===== src/rtl/sprite_sequencer.sv =====
// Tick-driven sprite animation sequencer: steps a frame index through loop,
// ping-pong or one-shot playback and registers the matching sprite ROM offset.
module sprite_sequencer #(
  parameter int NUM_FRAMES = 8,
  parameter int HOLD_W     = 4,
  parameter int DIM_W      = 10,
  parameter int OFS_W      = 32,
  localparam int FC_W      = $clog2(NUM_FRAMES + 1)
) (
  input  logic              Clk,
  input  logic              Reset_n,
  input  logic              tick,
  input  logic              moving,
  input  logic [1:0]        mode,
  input  logic [FC_W-1:0]   frame_count,
  input  logic [HOLD_W-1:0] hold,
  input  logic [DIM_W-1:0]  sprite_height,
  input  logic [DIM_W-1:0]  sprite_width,
  input  logic [OFS_W-1:0]  base_offset,
  output logic [OFS_W-1:0]  animation_offset,
  output logic [FC_W-1:0]   frame_idx,
  output logic              done,
  output logic              wrap
);

  localparam int PW = FC_W + 2 * DIM_W;
  localparam logic [FC_W-1:0]   IDX_ZERO  = {FC_W{1'b0}};
  localparam logic [FC_W-1:0]   IDX_ONE   = FC_W'(1'b1);
  localparam logic [FC_W-1:0]   IDX_TWO   = FC_W'(2'd2);
  localparam logic [FC_W-1:0]   IDX_MAX   = FC_W'(NUM_FRAMES);
  localparam logic [HOLD_W-1:0] HOLD_ZERO = {HOLD_W{1'b0}};
  localparam logic [HOLD_W-1:0] HOLD_ONE  = HOLD_W'(1'b1);
  localparam logic [1:0]        MODE_PP   = 2'b01;
  localparam logic [1:0]        MODE_ONE  = 2'b10;

  typedef enum logic [1:0] {IDLE = 2'd0, RUN = 2'd1, DONE = 2'd2} state_t;

  state_t            state_r, state_nx_s;
  logic [HOLD_W-1:0] hold_cnt_r, hold_cnt_nx_s;
  logic [HOLD_W-1:0] hold_r, hold_nx_s;
  logic [FC_W-1:0]   n_r, n_nx_s, n_clamp_s;
  logic [1:0]        mode_r, mode_nx_s;
  logic              dir_down_r, dir_down_nx_s;
  logic [FC_W-1:0]   idx_nx_s;
  logic              wrap_nx_s;
  logic [PW-1:0]     prod_s;
  logic [OFS_W-1:0]  offset_nx_s;

  // Clamp the requested run length into 1..NUM_FRAMES before latching it
  always_comb begin
    n_clamp_s = frame_count;
    if (frame_count == IDX_ZERO) begin
      n_clamp_s = IDX_ONE;
    end else if (frame_count > IDX_MAX) begin
      n_clamp_s = IDX_MAX;
    end else begin
      n_clamp_s = frame_count;
    end
  end

  // Offset from the current index and live dimensions, full-width product
  always_comb begin
    prod_s      = PW'(frame_idx) * PW'(sprite_height) * PW'(sprite_width);
    offset_nx_s = base_offset + OFS_W'(prod_s);
  end

  // Next-state, index, hold counter and wrap decode; nothing moves without tick
  always_comb begin
    state_nx_s    = state_r;
    idx_nx_s      = frame_idx;
    hold_cnt_nx_s = hold_cnt_r;
    dir_down_nx_s = dir_down_r;
    mode_nx_s     = mode_r;
    n_nx_s        = n_r;
    hold_nx_s     = hold_r;
    wrap_nx_s     = 1'b0;
    if (tick) begin
      case (state_r)
        IDLE: begin
          idx_nx_s      = IDX_ZERO;
          hold_cnt_nx_s = HOLD_ZERO;
          dir_down_nx_s = 1'b0;
          if (moving) begin
            state_nx_s = RUN;
            mode_nx_s  = mode;
            n_nx_s     = n_clamp_s;
            hold_nx_s  = hold;
            idx_nx_s   = IDX_ONE;
          end else begin
            state_nx_s = IDLE;
          end
        end
        RUN: begin
          if (!moving) begin
            state_nx_s    = IDLE;
            idx_nx_s      = IDX_ZERO;
            hold_cnt_nx_s = HOLD_ZERO;
            dir_down_nx_s = 1'b0;
          end else if (hold_cnt_r < hold_r) begin
            hold_cnt_nx_s = hold_cnt_r + HOLD_ONE;
          end else begin
            hold_cnt_nx_s = HOLD_ZERO;
            case (mode_r)
              MODE_PP: begin
                // A single-frame ping-pong never turns around
                if (n_r == IDX_ONE) begin
                  idx_nx_s      = IDX_ONE;
                  dir_down_nx_s = 1'b0;
                  wrap_nx_s     = 1'b1;
                end else if (!dir_down_r) begin
                  if (frame_idx < n_r) begin
                    idx_nx_s = frame_idx + IDX_ONE;
                  end else begin
                    idx_nx_s      = n_r - IDX_ONE;
                    dir_down_nx_s = 1'b1;
                  end
                end else begin
                  if (frame_idx > IDX_ONE) begin
                    idx_nx_s = frame_idx - IDX_ONE;
                  end else begin
                    idx_nx_s      = IDX_TWO;
                    dir_down_nx_s = 1'b0;
                    wrap_nx_s     = 1'b1;
                  end
                end
              end
              MODE_ONE: begin
                if (frame_idx < n_r) begin
                  idx_nx_s = frame_idx + IDX_ONE;
                end else begin
                  state_nx_s = DONE;
                end
              end
              default: begin
                if (frame_idx < n_r) begin
                  idx_nx_s = frame_idx + IDX_ONE;
                end else begin
                  idx_nx_s  = IDX_ONE;
                  wrap_nx_s = 1'b1;
                end
              end
            endcase
          end
        end
        DONE: begin
          if (!moving) begin
            state_nx_s    = IDLE;
            idx_nx_s      = IDX_ZERO;
            hold_cnt_nx_s = HOLD_ZERO;
            dir_down_nx_s = 1'b0;
          end else begin
            state_nx_s = DONE;
          end
        end
        default: begin
          state_nx_s    = IDLE;
          idx_nx_s      = IDX_ZERO;
          hold_cnt_nx_s = HOLD_ZERO;
          dir_down_nx_s = 1'b0;
        end
      endcase
    end else begin
      state_nx_s = state_r;
    end
  end

  // State and output registers with synchronous active-low reset
  always_ff @(posedge Clk) begin
    if (!Reset_n) begin
      state_r          <= IDLE;
      hold_cnt_r       <= HOLD_ZERO;
      hold_r           <= HOLD_ZERO;
      n_r              <= IDX_ONE;
      mode_r           <= 2'b00;
      dir_down_r       <= 1'b0;
      frame_idx        <= IDX_ZERO;
      done             <= 1'b0;
      wrap             <= 1'b0;
      animation_offset <= {OFS_W{1'b0}};
    end else begin
      state_r          <= state_nx_s;
      hold_cnt_r       <= hold_cnt_nx_s;
      hold_r           <= hold_nx_s;
      n_r              <= n_nx_s;
      mode_r           <= mode_nx_s;
      dir_down_r       <= dir_down_nx_s;
      frame_idx        <= idx_nx_s;
      done             <= (state_nx_s == DONE);
      wrap             <= wrap_nx_s;
      animation_offset <= offset_nx_s;
    end
  end

endmodule


===== config.mk =====
export PLATFORM = sky130hd
export DESIGN_NAME = sprite_sequencer
export DESIGN_NICKNAME = d
export VERILOG_FILES = /design/src/rtl/sprite_sequencer.sv
export SDC_FILE = /design/constraint.sdc
export NUM_CORES = 1
export LEC_CHECK = 0
export CORE_AREA = 3 3 102 178
export CTS_BUF_LIST = sky130_fd_sc_hd__clkbuf_8
export DETAILED_ROUTE_END_ITERATION = 10
export DIE_AREA = 0 0 105 181
export GPL_TIMING_DRIVEN = 1
export PLACE_DENSITY = 0.79
export SETUP_SLACK_MARGIN = 0.02
export SLEW_MARGIN = 20
export SYNTH_ARGS = -nofsm -noshare
export SYNTH_HDL_FRONTEND = slang
export SYNTH_SLANG_ARGS = --single-unit

===== constraint.sdc =====
create_clock -name Clk -period 15.45 [get_ports Clk]
set_input_delay 1.545 -clock Clk [delete_from_list [all_inputs] [get_ports Clk]]
set_output_delay 1.545 -clock Clk [all_outputs]
set_load 0.02 [all_outputs]

After elaboration in Yosys (flattened, before gate mapping)
Cells that the tools add are included.
- register bits after elaboration: 55
- input port bits: 66
- output and inout bits: 38
- add/sub/neg operators: 5
- $mul: 2
- magnitude comparators: 4
- equality and inequality tests: 10
- muxes and demuxes: 38
- bitwise logic cells: 4
- reductions and logical operators: 7
- operator list (kind ; number):
    two-way mux 4 bit ; 13
    adder 32 x 24 -> 32 bit ; 1
    multiplier 14 x 10 -> 24 bit ; 1
    one-hot mux 4 bit (2 select lines) ; 2
    multiplier 4 x 10 -> 14 bit ; 1
    two-way mux 1 bit ; 13
    two-way mux 2 bit ; 6
    one-hot mux 4 bit (3 select lines) ; 1
    adder 4 x 1 -> 4 bit, second input constant ; 2
    less-than comparator 4 bit ; 2
    AND reduction 4 bit ; 2
    subtractor 4 x 1 -> 4 bit, second input constant ; 2
    equality test 2 bit, second input constant ; 3
    inequality test 3 bit, second input constant ; 2
    one-hot mux 2 bit (3 select lines) ; 1
    OR reduction 5 bit ; 1
    equality test 2 x 1 -> 1 bit, second input constant ; 2
    equality test 4 x 1 -> 1 bit, second input constant ; 1
    greater-than comparator 4 x 1 -> 1 bit, second input constant ; 1
    greater-than comparator 4 bit, second input constant ; 1
    zero test 4 bit ; 1
    inequality test 4 bit, second input constant ; 1
    inverter 1 bit ; 4
    one-hot mux 1 bit (2 select lines) ; 2
    4 further kinds ; 4

Logic depth before layout (Yosys ltp)
- depth after elaboration: 8
- depth in mapped cells: 32
- depth with buffers taken out: 29

Least setup slack after synthesis
No wires, ideal clock.
- kind: input to register
- start: input port sprite_height[0]
- end: register animation_offset[24]
- data arrival time: 9.131 ns
- setup slack: 6.247 ns
- stages: 29
- buffers on the path: 2
- cell sequence: clkbuf_1 nand2_1 fa_1 inv_1 fa_1 fa_1 a21o_1 a21oi_2 o21bai_1 a2111o_1 a2111o_1 o211ai_2 and2_1 fa_1 fa_1 fa_1 fa_1 inv_1 fa_1 inv_1 ha_1 clkbuf_1 nand2_1 o21bai_1 or4_4 o32ai_4 a21oi_2 nor3_2 mux2i_1
- word-level cells in the longest chain between the ends: 3
- RTL lines (element ; line ; RTL):
    from (decl) ; 17 ; input logic [DIM_W-1:0] sprite_height,
    multiplier 4 x 10 -> 14 bit ; 63 ; prod_s = PW'(frame_idx) * PW'(sprite_height) * PW'(sprite_width);
    multiplier 14 x 10 -> 24 bit ; 63 ;
    adder 32 x 24 -> 32 bit ; 64 ; offset_nx_s = base_offset + OFS_W'(prod_s);
    to (signal assigned) ; 179 ; animation_offset <= {OFS_W{1'b0}};
    to (signal assigned) ; 190 ; animation_offset <= offset_nx_s;
    to (decl) ; 20 ; output logic [OFS_W-1:0] animation_offset,
Every way passes these cells.
A chain may end at the register's enable or synchronous reset.

Worst setup path after layout
Ends and elaborated chain as after synthesis.

==> metrics.yaml <==
worstSetupEndpointType: "flip-flop"
drt-pass1-iter-count: 5
worst_path_max_delay_cell: "clkdlybuf4s50_1"
synth_area_sq_um: 9190
vias_per_cell: 5.45
fin_total_pwr_uw: 738
ys_async_sr_fraction_pct: 0
start_util_pct: 54.5
period_share_pct: 63.6
fin_cells: 1367
overflow: 0
ys_ff_latch: 55
ir_drop_v: 0.0000479
drtIter0Drc: 242
cap_viol_max_count: 0
avgSynthCellArea_sq_um: 8.66
synth-edff-count: 0
cts_tree: "done"
post_cts_buffers: 0
area_growth_pct: 14.1
diodes: 0
holdPathEnd: "hold_r[3]"
min_period_ps: 9820
p_leak_uw: 0.00532
cts.path.max_buffers: 2
antenna_found_initial: 0
clk_pin_slew_worst_paths_ps: 100
vias: 7444
postCtsHoldBufs: 0
die_width_um: 105
grt_pass1_vias: 7971
dieArea_sq_um: 19000
hold_path_class: "reg -> reg"
cellPowerDensity_nw_per_um2: 70.4
netlist_instances: 1062
r2r-end: "animation_offset[24]"
max_freq_mhz: 102
gp_congestion: 0.876
critPathMaxStageDelay_ps: 690
critPathMaxFanout: 13
yosysWarnings: 0
r2r_slack_ps: 6650
timing.rr.start: "frame_idx[1]"
cts-resized-gates: 0
setup_viol: 0
rows: 63
worst_slew_pin_slew_ps: 1090
crit_required_ps: 15710
hold_path_depth: 2
ant_nets: 0
maxSlewHeadroom_pct: 26.9
start_kind: "input port"
grt_setup_unrepaired: "false"
fill_cells: 1468
nets: 1435
rr_worst_depth: 27
port_buffers: 103
placed_cells: 1359
post_drt_wl_per_cell_um: 15.3
fin_util_pct: 62.2
ys.flop_type: "dfxtp_1"
syn_nets: 1358
clock_latency_ps: 320
gr-usage-all-layers_pct: 22.8
die_h_um: 181
grt_pass1_wl_um: 36100
hpwl_um: 17700
grt_max_degree: 35
cts_buffers: 5
clockRootBuffer: "clkbuf_8"
wl_um: 20900
cts_htree_levels: 2
synth_cell_types: 65
ys_seq_area_share_pct: 12.0
cts_sinks: 55
final.setup.tns_ps: 0
min_from: "hold_r[3]"
drc: 0
outcome: "finished, final reports clean"
critPathKind: "in -> reg"
finalMaxSlewViolations: 0
worstPathArrival_ps: 10080
fin_worst_skew_ps: 6.85
pin_count: 104
hold_viol: 0
core-area_sq_um: 16900
crit_top_cell: "fa_1"
drive_above_1_share_pct: 2.63
cells by family (layout without fill, tap and decap cells):
group,count (synthesis),count (layout),synth area share (%)
simple gates,359,359,20.3
flops,55,55,12.0
mux,17,17,1.85
xor+xnor,28,28,2.67
buf+inv,224,302,9.23
fa+ha+maj,230,230,42.2
compound gates,149,149,11.7
cell usage in the layout, fill, tap and decap left out, types with 8 or more instances in the layout:
master / count
a21o_1: 20
a21oi_1: 35
and2_1: 110
and3_1: 16
clkdlybuf4s50_1: 103
dfxtp_1: 55
fa_1: 134
ha_1: 96
inv_1: 186
mux2i_1: 17
nand2_1: 106
nand2b_1: 18
nand3_1: 14
nor2_1: 46
nor2b_1: 8
nor3_1: 11
o21a_1: 9
o21ai_0: 19
xnor2_1: 18
xor2_1: 10
Yosys cell counts, drive strengths merged (16+ instances only):
| library cell | count | area (sq um) |
|---|---|---|
| ha | 96 | 1200 |
| nor2 | 46 | 173 |
| mux2i | 17 | 170 |
| clkbuf | 35 | 131 |
| and2 | 110 | 688 |
| a21oi | 39 | 210 |
| xnor2 | 18 | 158 |
| nand2b | 18 | 113 |
| fa | 134 | 2680 |
| a21o | 20 | 150 |
| o21ai | 24 | 124 |
| inv | 186 | 698 |
| nand2 | 106 | 398 |
| and3 | 16 | 100 |
| dfxtp | 55 | 1100 |
area by class of cell:
cell class	count	area, sq um	share of cell area (%)
clock inverter	3	25.0	0.239
tap	227	284	2.71
inverter	186	698	6.66
clock buffer	5	68.8	0.656
multi-input combinational	783	7240	69.1
sequential	55	1100	10.5
timing repair buffer	108	1070	10.2
metrics by stage:
step	worst slack, ps	instance area [sq um]	hold WS (ps)
4_1_cts	5640	10500	516
3_3_place_gp	5440	10400	481
6_report	5630	10500	508
3_5_place_dp	5300	10400	491
2_1_floorplan	6250	9190	463
5_1_grt	5170	10500	554
sequential cells by signal, summed over array words and instances, names as in the netlist:
name	cells
hold_cnt_r	4
mode_r	2
state_r	2
animation_offset	32
done	1
wrap	1
frame_idx	4
dir_down_r	1
n_r	4
hold_r	4
worst max-delay path by stage:
stage	from	to	cells past startpoint
global route	sprite_height[0]	animation_offset[24]	27
floorplan	sprite_height[0]	animation_offset[24]	29
global placement	sprite_height[0]	animation_offset[24]	27
finish	sprite_height[0]	animation_offset[24]	28
CTS	sprite_height[0]	animation_offset[24]	28
detailed placement	sprite_height[0]	animation_offset[24]	27
where the power goes:
part           switching [uW]  internal (uW)
Sequential               9.22            164
Combinational             272            210
Clock                    50.5           32.5
worst max-delay path: cells and delay by family:
family	cells	cell delay, ps
buffers and inverters	4	830
AND/OR/NAND/NOR	5	1230
multiplexers	1	190
XOR/XNOR	1	350
AO/OA/AOI/OAI	8	1590
adder cells (fa/ha/maj)	9	4370
layer usage:
metal / global-route usage, % / vias up / wire length [um]
met2: 44.7 / 222 / 11700
met3: 1.39 / 60 / 710
met4: 9.25 / 0 / 703
li1: - / 3537 / -
met1: 24.8 / 3625 / 7790
met5: 0 / - / 0
(Power assumes the default switching activity.)
